==> src/rtl/video_mixer_sl.sv <==
// Video output stage: depth expansion, scanlines, ce_pix type detection, registered syncs/DE.
// Define VIDEO_MIXER_SL_SCANLINES_EN to build in odd-line scanline darkening.
module video_mixer_sl #(
  parameter int IN_DW = 8
) (
  input  logic             CLK_VIDEO,
  input  logic             RESET_N,
  input  logic             ce_pix,
  input  logic [1:0]       sl_mode,
  input  logic             freeze,
  input  logic [IN_DW-1:0] R,
  input  logic [IN_DW-1:0] G,
  input  logic [IN_DW-1:0] B,
  input  logic             HSync,
  input  logic             VSync,
  input  logic             HBlank,
  input  logic             VBlank,
  output logic             CE_PIXEL,
  output logic [7:0]       VGA_R,
  output logic [7:0]       VGA_G,
  output logic [7:0]       VGA_B,
  output logic             VGA_HS,
  output logic             VGA_VS,
  output logic             VGA_DE
);

  localparam int REP = (8 + IN_DW - 1) / IN_DW;

  function automatic logic [7:0] expand(input logic [IN_DW-1:0] c);
    logic [REP*IN_DW-1:0] t;
    t = {REP{c}};
    return t[REP*IN_DW-1 -: 8];
  endfunction

  logic ce_d, vs_d, run2, clkmode;
  logic fr1, fr2;
  logic vs_rise, ce_int;

  assign vs_rise = VSync & ~vs_d;
  assign ce_int  = clkmode ? (ce_pix & ~ce_d) : ce_pix;

  // A 2-clock-high ce_pix run in a frame selects clock mode for the next one
  always_ff @(posedge CLK_VIDEO or negedge RESET_N) begin
    if (!RESET_N) begin
      ce_d    <= 1'b0;
      vs_d    <= 1'b0;
      run2    <= 1'b0;
      clkmode <= 1'b0;
      fr1     <= 1'b0;
      fr2     <= 1'b0;
    end else begin
      ce_d <= ce_pix;
      vs_d <= VSync;
      fr1  <= freeze;
      fr2  <= fr1;
      if (vs_rise) begin
        clkmode <= run2;
        run2    <= 1'b0;
      end else if (ce_pix & ce_d) begin
        run2 <= 1'b1;
      end
    end
  end

  logic [7:0] r_x, g_x, b_x;
  assign r_x = fr2 ? 8'h00 : expand(R);
  assign g_x = fr2 ? 8'h00 : expand(G);
  assign b_x = fr2 ? 8'h00 : expand(B);

  logic [7:0] a_r, a_g, a_b;
  logic       a_hs, a_vs, a_hde, a_vde, old_hde;
  logic [7:0] o_r, o_g, o_b;

`ifdef VIDEO_MIXER_SL_SCANLINES_EN
  logic       hs_p, odd;
  logic [1:0] sl_q;

  function automatic logic [7:0] scan(
    input logic [7:0] c,
    input logic       o,
    input logic [1:0] m
  );
    logic [7:0] s;
    s = c;
    if (o) begin
      case (m)
        2'd1:    s = c - {2'b00, c[7:2]};
        2'd2:    s = {1'b0, c[7:1]};
        2'd3:    s = {2'b00, c[7:2]};
        default: s = c;
      endcase
    end
    return s;
  endfunction

  // Frame start clears parity even if an HSync edge lands on the same clock
  always_ff @(posedge CLK_VIDEO or negedge RESET_N) begin
    if (!RESET_N) begin
      hs_p <= 1'b0;
      odd  <= 1'b0;
      sl_q <= 2'd0;
    end else begin
      if (ce_int) hs_p <= HSync;
      if (vs_rise) begin
        odd  <= 1'b0;
        sl_q <= sl_mode;
      end else if (ce_int & HSync & ~hs_p) begin
        odd <= ~odd;
      end
    end
  end

  assign o_r = scan(a_r, odd, sl_q);
  assign o_g = scan(a_g, odd, sl_q);
  assign o_b = scan(a_b, odd, sl_q);
`else
  logic sl_unused;
  assign sl_unused = ^sl_mode;
  assign o_r = a_r;
  assign o_g = a_g;
  assign o_b = a_b;
`endif

  always_ff @(posedge CLK_VIDEO or negedge RESET_N) begin
    if (!RESET_N) begin
      a_r     <= 8'h00;
      a_g     <= 8'h00;
      a_b     <= 8'h00;
      a_hs    <= 1'b0;
      a_vs    <= 1'b0;
      a_hde   <= 1'b0;
      a_vde   <= 1'b0;
      old_hde <= 1'b0;
      VGA_R   <= 8'h00;
      VGA_G   <= 8'h00;
      VGA_B   <= 8'h00;
      VGA_HS  <= 1'b0;
      VGA_VS  <= 1'b0;
      VGA_DE  <= 1'b0;
    end else if (ce_int) begin
      a_r     <= r_x;
      a_g     <= g_x;
      a_b     <= b_x;
      a_hs    <= HSync;
      a_vs    <= VSync;
      a_hde   <= ~HBlank;
      a_vde   <= ~VBlank;
      VGA_R   <= o_r;
      VGA_G   <= o_g;
      VGA_B   <= o_b;
      VGA_HS  <= a_hs;
      VGA_VS  <= a_vs;
      old_hde <= a_hde;
      // DE only moves at horizontal blank edges
      if (a_hde != old_hde) VGA_DE <= a_hde & a_vde;
    end
  end

  always_ff @(posedge CLK_VIDEO or negedge RESET_N) begin
    if (!RESET_N) CE_PIXEL <= 1'b0;
    else          CE_PIXEL <= ce_int;
  end

endmodule
==> config.mk <==
export PLATFORM = sky130hd
export DESIGN_NAME = video_mixer_sl
export DESIGN_NICKNAME = d
export VERILOG_FILES = /design/src/rtl/video_mixer_sl.sv
export SDC_FILE = /design/constraint.sdc
export NUM_CORES = 1
export LEC_CHECK = 0
export ABC_AREA = 1
export BUFFER_PORTS_ARGS = -buffer_cell sky130_fd_sc_hd__buf_2
export CAP_MARGIN = 10
export CORE_ASPECT_RATIO = 1.1
export CORE_MARGIN = 4
export CORE_UTILIZATION = 45
export DETAILED_ROUTE_END_ITERATION = 8
export GPL_ROUTABILITY_DRIVEN = 0
export PLACE_DENSITY_LB_ADDON = 0.2
export SLEW_MARGIN = 20
export SYNTH_ARGS = -nofsm -noshare
export SYNTH_HDL_FRONTEND = slang
export SYNTH_SLANG_ARGS = --single-unit
==> constraint.sdc <==
create_clock -name CLK_VIDEO -period 1 [get_ports CLK_VIDEO]
set_input_delay 0.05 -clock CLK_VIDEO [delete_from_list [all_inputs] [get_ports CLK_VIDEO]]
set_output_delay 0.05 -clock CLK_VIDEO [all_outputs]
set_load 0.05 [all_outputs]
# Word level (Yosys, flattened, before mapping)

Index checks and enable logic that the tools add are counted.

Mux-type cells: 6
Bitwise logic cells: 8
Reduce and logical (&&, ||, !) cells: 2
Equality and inequality tests: 1

Operators by type and width:

| operator              | number |
|---|---|
| 2-to-1 mux 8 bit      | 3 |
| bitwise AND 1 bit     | 4 |
| NOT 1 bit             | 4 |
| 2-to-1 mux 1 bit      | 3 |
| AND reduction 2 bit   | 1 |
| nonzero test 2 bit    | 1 |
| inequality test 1 bit | 1 |

Output and inout port bits: 28
Logic and storage cells: 38
Flip-flop bits (word level): 63
Bits of input ports: 34

# Longest topological paths before layout

Gate-level depths: netlist (run 1).

Depth after elaboration: 4
Depth in mapped cells: 6
Depth with buffers taken out: 6

# Least setup slack after synthesis (run 1)

Ideal clock, no wire load.

Path kind: flip-flop to flip-flop
From: register clkmode
To: register VGA_B[5]
Data required time: 882 ps
Path buffers: 2
Setup time: 118 ps
Arrival: 875 ps
Clock period less this slack: 992 ps
Setup slack: 8 ps
Stages on the path, launching flop included: 7
Cells stage by stage: dfrtp_1 nand2_1 nand2_2 buf_6 buf_6 nand2_1 nand2_1

Word-level cells in the longest chain between the ends: 1

Ends and longest elaborated chain:

| element                  | RTL line | source |
|---|---|---|
| start: declaration       | 35       | `logic ce_d, vs_d, run2, clkmode;` |
| start signal: assignment | 57       | `clkmode <= run2;` |
| 2-to-1 mux 1 bit         | 40       | `assign ce_int = clkmode ? (ce_pix & ~ce_d) : ce_pix;` |
| end signal: assignment   | 136      | `VGA_B <= 8'h00;` |
| end signal: assignment   | 150      | `VGA_B <= o_b;` |
| end: declaration         | 21       | `output logic [7:0] VGA_B,` |

Every way passes these cells.
A chain may end at the register's enable or synchronous reset.

# Worst setup path in the final report (run 1)

From: register ce_d
To: register a_g[4]

Word-level cells in the longest chain between the ends: 3

Ends and longest elaborated chain:

| element                  | RTL line | source |
|---|---|---|
| start: declaration       | 35       |  |
| start signal: assignment | 52       | `ce_d <= ce_pix;` |
| NOT 1 bit                | 40       |  |
| bitwise AND 1 bit        | 40       |  |
| 2-to-1 mux 1 bit         | 40       |  |
| end signal: assignment   | 142      | `a_g <= g_x;` |
| end: declaration         | 70       | `logic [7:0] a_r, a_g, a_b;` |

Every way passes these cells.

==> flow_metrics.py, run 1 <==
metrics = {
    "logic_synthesis": {
        "synthMuxAreaShare_pct": 0,
        "synth_edf_count": 0,
        "synth_top_area_cell": "dfrtp_1",
        "synth_top_cell_area_share_pct": 64.62,
        "ys_seq_elements": 63,
        "synthFlopType": "dfrtp_1",
        "synthesis.nets": 296,
        "async_flop_share_pct": 100.0,
        "synthesis.instances": 262,
        "yosysSeqAreaShare_pct": 64.62,
        "ys_top_cells_by_count": "145 x nand2_1, 63 x dfrtp_1, 28 x o21ai_1",
        "synth_top_family_by_area": "simple AND/OR/NAND/NOR gates",
        "synth_warnings": 0,
        "synth_compound_gate_area_share_pct": 6.308,
        "syn_area_per_cell_um2": 9.312,
        "ys_types": 13,
        "synthSimpleGateAreaFrac_pct": 22.97,
        "synthAdderAreaFrac_pct": 0,
        "synth_xor_area_share_pct": 0,
        "syn_area_um2": 2440,
        "yosysMostFrequentCell": "nand2_1",
        "synthTopCellsByArea": "dfrtp_1 65%, nand2_1 22%, o21ai_1 5.7%, buf_6 3.7%, buf_2 1.0%",
    },
    "layout": {
        "nets": 404,
        "area_growth_pct": 55.90,
        "n_fill_cell": 366,
        "drive_gt1_share_pct": 36.27,
        "antenna_cells": 0,
    },
    "outcome": {
        "status": "finished with violations",
        "violations": "negative setup slack",
    },
    "sta": {
        "slew_viol_final": 0,
        "fin_crit_ns": 1.105,
        "period_share_pct": 110.5,
        "rsz0062_at_grt": "true",
        "fmax_mhz": 905.2,
        "setup_viol": 56,
        "hold_viol_final": 0,
        "tightest_slew_ns": 0.3347,
        "slew_headroom_pct": 77.68,
        "fin_skew_ns": 0.009150,
        "layout_setup_ws_ns": -0.1048,
    },
    "detailed_routing": {
        "remaining_drc_errors": 0,
        "wl_met2_um": 3180,
        "wl_met3_um": 307,
        "wl_met1_um": 2675,
        "vias_per_cell": 4.680,
        "first_pass_iters": 4,
        "drtIter0Drc": 116,
        "post_drt_wl_per_cell_um": 14.03,
        "num_vias": 2092,
        "wl_um": 6270,
        "ant_nets": 0,
        "highest_layer": "met4",
    },
    "worst_setup_path": {
        "critical_path_arrival_ns": 1.32,
        "crit_required_ns": 1.22,
        "startpoint": "ce_d$_DFF_PN0_",
        "r2r-end": "a_g[4]$_DFFE_PN0P_",
        "cp-endpoint": "a_g[4]$_DFFE_PN0P_",
        "crit_path_end_kind": "register",
        "r2r-start": "ce_d$_DFF_PN0_",
        "critPathLaunchType": "register",
        "regToRegSetupSlack_ns": -0.10,
        "crit_fanout": 8,
        "path_class": "reg -> reg",
        "r2r_cells": 5,
    },
    "die": {
        "core_area_um2": 5135,
        "ioPinCount": 62,
        "die_x_um": 78.21,
        "row_count": 27,
        "floorplan.initialDensity_pct": 47.51,
        "die_h_um": 85.23,
        "die_area_um2": 6665,
    },
    "clocking": {
        "cts_sinks": 63,
        "clock_latency_ns": 0.33,
        "clock-root-buffer": "clkbuf_8",
        "cts.path.max_buffers": 2,
        "cts_tree": "yes",
        "clk_pin_slew_ns": 0.06,
        "cts_max_level": 3,
        "numCtsBuffers": 9,
    },
    "placement": {
        "portBuffers": 59,
        "hpwlAfterDp_um": 3029,
        "pre_cts_ws_ns": -0.1204,
    },
    "global_routing": {
        "grt_pass1_wl_um": 8825,
        "grt_max_degree": 64,
        "track_usage_pct": 17.07,
        "grt-ovfl-total": 0,
        "grt_pass1_vias": 1952,
        "antenna_found_initial": 0,
    },
    "power": {
        "p_int_mw": 4.915,
        "p_leak_nw": 1.989,
        "power_frac_clock_pct": 29.3,
        "combPwrFrac_pct": 28.2,
        "p_seq_share_pct": 42.5,
        "p_per_area_nw_per_um2": 1945,
        "swShare_pct": 33.55,
        "peakVddDrop_mv": 1.064,
        "total_power_mw": 7.397,
        "p_sw_mw": 2.482,
    },
    "min_path": {
        "hold_path.class": "in -> reg",
    },
    "run": {
        "maxCapViolCount": 0,
    },
}
-- worst min path at each step --
stage / end / cells past startpoint / from / slack, ns
floorplan: CE_PIXEL$_DFF_PN0_ / 0 / RESET_N / -0.25
global placement: a_vde$_DFFE_PN0P_ / 2 / RESET_N / 0.09
detailed placement: VGA_DE$_DFFE_PN0P_ / 2 / RESET_N / 0.09
CTS: run2$_DFFE_PN0P_ / 5 / ce_pix / 0.07
global route: run2$_DFFE_PN0P_ / 5 / ce_pix / 0.19
finish: run2$_DFFE_PN0P_ / 5 / ce_pix / 0.17
-- kinds of logic (layout without fill, tap and decap cells) --
family,after synthesis,in the layout
buf+inv,21,133
compound gates,30,30
simple gates,148,149
flops,63,63
-- state kept, by name, indices dropped and copies added (netlist names), 8 cells and up --
name	cells
VGA_B	8
VGA_G	8
VGA_R	8
a_b	8
a_g	8
a_r	8
-- cell usage in the layout (no fill, tap or decap) --
master | Yosys | final
inv_1 | 6 | 6
nand2_1 | 145 | 118
nand2_8 | 0 | 1
clkbuf_4 | 0 | 2
o21ai_1 | 28 | 20
dfrtp_1 | 63 | 61
clkinv_2 | 0 | 3
clkbuf_8 | 0 | 10
buf_12 | 0 | 4
dfrtp_2 | 0 | 2
dlygate4sd3_1 | 0 | 31
a21oi_4 | 0 | 1
o21ai_0 | 1 | 1
buf_2 | 5 | 32
o21ai_2 | 0 | 8
nand2_4 | 0 | 8
bufinv_16 | 0 | 1
buf_4 | 1 | 16
inv_2 | 1 | 1
nor2_2 | 0 | 1
clkbuf_16 | 0 | 5
clkbuf_1 | 0 | 2
nand2_2 | 1 | 20
buf_6 | 8 | 20
or2_2 | 1 | 1
-- layout make-up --
cell class | instances | area, um^2 | share of cell area [%]
inverter | 7 | 26.28 | 0.6908
clock buffer | 12 | 145.1 | 3.816
multi-input combinational | 179 | 882.1 | 23.19
clock inverter | 4 | 45.04 | 1.184
tap | 72 | 90.09 | 2.368
timing repair buffer | 110 | 1036 | 27.24
sequential | 63 | 1579 | 41.51
-- power by group through the flow --
stage,Clock [mW],Sequential (mW),Combinational [mW]
floorplan,0,3.76,0.480
global placement,0,3.10,1.55
detailed placement,0,3.11,1.56
CTS,2.20,3.08,1.76
global route,2.34,3.18,2.23
finish,2.17,3.14,2.09
-- worst max-delay path, cell delays in order, from the launching register on --
cell	delay (ns)
dfrtp_2	0.45
nand2_4	0.13
nand2_8	0.11
clkbuf_16	0.19
nand2_4	0.05
o21ai_1	0.06
-- routing by layer --
layer / up-vias / track usage, %
met4: 0 / 8.267
met2: 48 / 26.25
met5: - / 0
met3: 10 / 5.414
met1: 1001 / 21.89
li1: 1033 / -
-- stage by stage --
| stage | hold slack (ns) | cells | utilization (%) | setup TNS, ns | cell area (um^2) |
|---|---|---|---|---|---|
| 2_1_floorplan | -0.2456 | 262 | - | 0 | 2440 |
| 3_3_place_gp | 0.08784 | 390 | 55.21 | -2.104 | 2835 |
| 3_5_place_dp | 0.09098 | 390 | 55.21 | -2.558 | 2835 |
| 4_1_cts | 0.06622 | 437 | 66.28 | -1.767 | 3403 |
| 5_1_grt | 0.1863 | 447 | 74.07 | -6.758 | 3804 |
| 6_report | 0.1685 | 447 | 74.07 | -4.011 | 3804 |
-- repair_timing --
item                       CTS  global route
resized for setup           24            72
pin swaps                    0             8
setup endpoints to repair   76            70
cloned                       0             9
hold endpoints to repair    94             0
hold buffers                31             0
buffers inserted             0             1
Note: power is estimated with default switching activity, not from simulation.
==> run 2, diff against run 1 <==
Settings changed: CELL_PAD_IN_SITES_DETAIL_PLACEMENT from default to 0, CELL_PAD_IN_SITES_GLOBAL_PLACEMENT from default to 1, CORE_UTILIZATION 45 to 35.
==> flow_metrics.py, run 2 (same netlist as run 1, synthesis figures left out) <==
metrics = {
    "layout": {
        "area_growth_pct": 43.13,
        "final_cell_mix": "143 x nand2_1, 63 x dfrtp_1, 32 x buf_2",
        "final_common_cell": "nand2_1",
        "fin_cells": 448,
        "antenna_cells": 0,
        "nets": 395,
        "drive_gt1_share_pct": 25.41,
    },
    "clocking": {
        "cts_tree": "yes",
        "cts_sinks": 63,
        "clock_latency_ns": 0.33,
        "cts.path.max_buffers": 2,
        "clock-root-buffer": "clkbuf_8",
        "numCtsBuffers": 9,
        "clk_pin_slew_ns": 0.07,
        "cts_max_level": 3,
    },
    "placement": {
        "hpwlAfterDp_um": 3168,
        "portBuffers": 59,
        "dpl.cell_count": 399,
    },
    "global_routing": {
        "grt-ovfl-total": 0,
        "grt-busiest-layer": "met2",
        "met3_usage_pct": 3.371,
        "track_usage_pct": 13.06,
        "grt_pass1_wl_um": 8314,
        "use_met1_pct": 16.91,
        "grt_pass1_vias": 1860,
        "grt_max_degree": 64,
        "grt_use_met2_pct": 19.35,
        "antenna_found_initial": 0,
    },
    "die": {
        "ioPinCount": 62,
        "die_area_um2": 8372,
        "die_x_um": 87.61,
        "core_area_um2": 6671,
        "row_count": 31,
        "die_h_um": 95.57,
        "floorplan.initialDensity_pct": 36.57,
    },
    "detailed_routing": {
        "num_vias": 1959,
        "vias_per_cell": 4.373,
        "remaining_drc_errors": 0,
        "post_drt_wl_per_cell_um": 11.75,
        "wl_um": 5265,
        "first_pass_iters": 4,
        "ant_nets": 0,
        "drtIter0Drc": 78,
    },
    "min_path": {
        "worstHoldStart": "ce_pix",
        "hold_path.class": "in -> reg",
    },
    "run": {
        "maxCapViolCount": 0,
    },
    "sta": {
        "slew_viol_final": 0,
        "tightest_slew_ns": 0.3364,
        "setup_viol": 47,
        "finalSetupTns_ns": -0.7693,
        "layout_setup_ws_ns": -0.04691,
        "period_share_pct": 104.7,
        "fmax_mhz": 955.2,
        "fin_skew_ns": 0.01138,
        "slew_headroom_pct": 77.57,
        "fin_crit_ns": 1.047,
        "hold_viol_final": 0,
        "rsz0062_at_grt": "true",
    },
    "power": {
        "total_power_mw": 7.107,
        "p_per_area_nw_per_um2": 2035,
        "peakVddDrop_mv": 1.054,
        "p_leak_nw": 1.839,
    },
    "outcome": {
        "status": "finished with violations",
        "violations": "negative setup slack",
    },
    "worst_setup_path": {
        "crit_required_ns": 1.23,
        "crit_path_end_kind": "register",
        "path_class": "reg -> reg",
        "startpoint": "clkmode$_DFFE_PN0P_",
        "critPathLaunchType": "register",
        "r2r-start": "clkmode$_DFFE_PN0P_",
        "crit_fanout": 22,
        "critical_path_arrival_ns": 1.27,
    },
}
-- run 2: layer usage --
| metal | vias up | routed length [um] |
|---|---|---|
| met5 | - | 0 |
| met1 | 892 | 2588 |
| met3 | 12 | 289 |
| li1 | 1006 | - |
| met4 | 0 | 126 |
| met2 | 49 | 2260 |
-- run 2: cell type report --
class / instances / area (um^2)
clock buffer: 11 / 141.4
clock inverter: 5 / 57.56
fill: 654 / 3179
inverter: 7 / 26.28
multi-input combinational: 178 / 728.2
sequential: 63 / 1577
tap: 82 / 102.6
timing repair buffer: 102 / 859.6
-- run 2: per-stage QoR --
step / util [%] / cell area, um^2 / hold slack (ns) / setup WS, ns
2_1_floorplan: - / 2440 / -0.2456 / 0.007585
3_3_place_gp: 42.39 / 2828 / 0.09201 / -0.02024
3_5_place_dp: 42.39 / 2828 / 0.09165 / -0.05316
4_1_cts: 51.24 / 3418 / 0.04494 / -0.05092
5_1_grt: 52.34 / 3492 / 0.08978 / -0.1054
6_report: 52.34 / 3492 / 0.08271 / -0.04691
-- run 2: what timing repair did --
| action | in CTS | in global routing |
|---|---|---|
| cloned | 0 | 1 |
| gates resized for setup | 31 | 12 |
| hold buffers | 31 | 0 |
| pin swaps | 3 | 0 |
| hold endpoints to repair | 94 | 0 |
| setup endpoints to repair | 71 | 64 |
| setup buffers | 0 | 1 |
-- run 2: power by group --
part / switching [mW] / internal [mW]
Combinational: 1.17 / 0.656
Sequential: 0.196 / 2.89
Clock: 0.972 / 1.22
-- run 2: worst paths after layout --
kind | to | slack (ns) | cells past startpoint
max | a_g[5]$_DFFE_PN0P_ | -0.05 | 5
min | run2$_DFFE_PN0P_ | 0.08 | 5
max reg2reg | a_g[5]$_DFFE_PN0P_ | -0.05 | 5
min reg2reg | fr2$_DFF_PN0_ | 0.36 | 0
max in group asynchronous | VGA_B[3]$_DFFE_PN0P_ | 0.46 | 3
min in group asynchronous | VGA_R[4]$_DFFE_PN0P_ | 0.26 | 3
-- run 2: critical path, stage by stage (launching register included) --
cell	delay, ns
dfrtp_1	0.40
nand2_1	0.11
nand2_4	0.10
clkbuf_16	0.21
nand2_1	0.07
o21ai_1	0.05
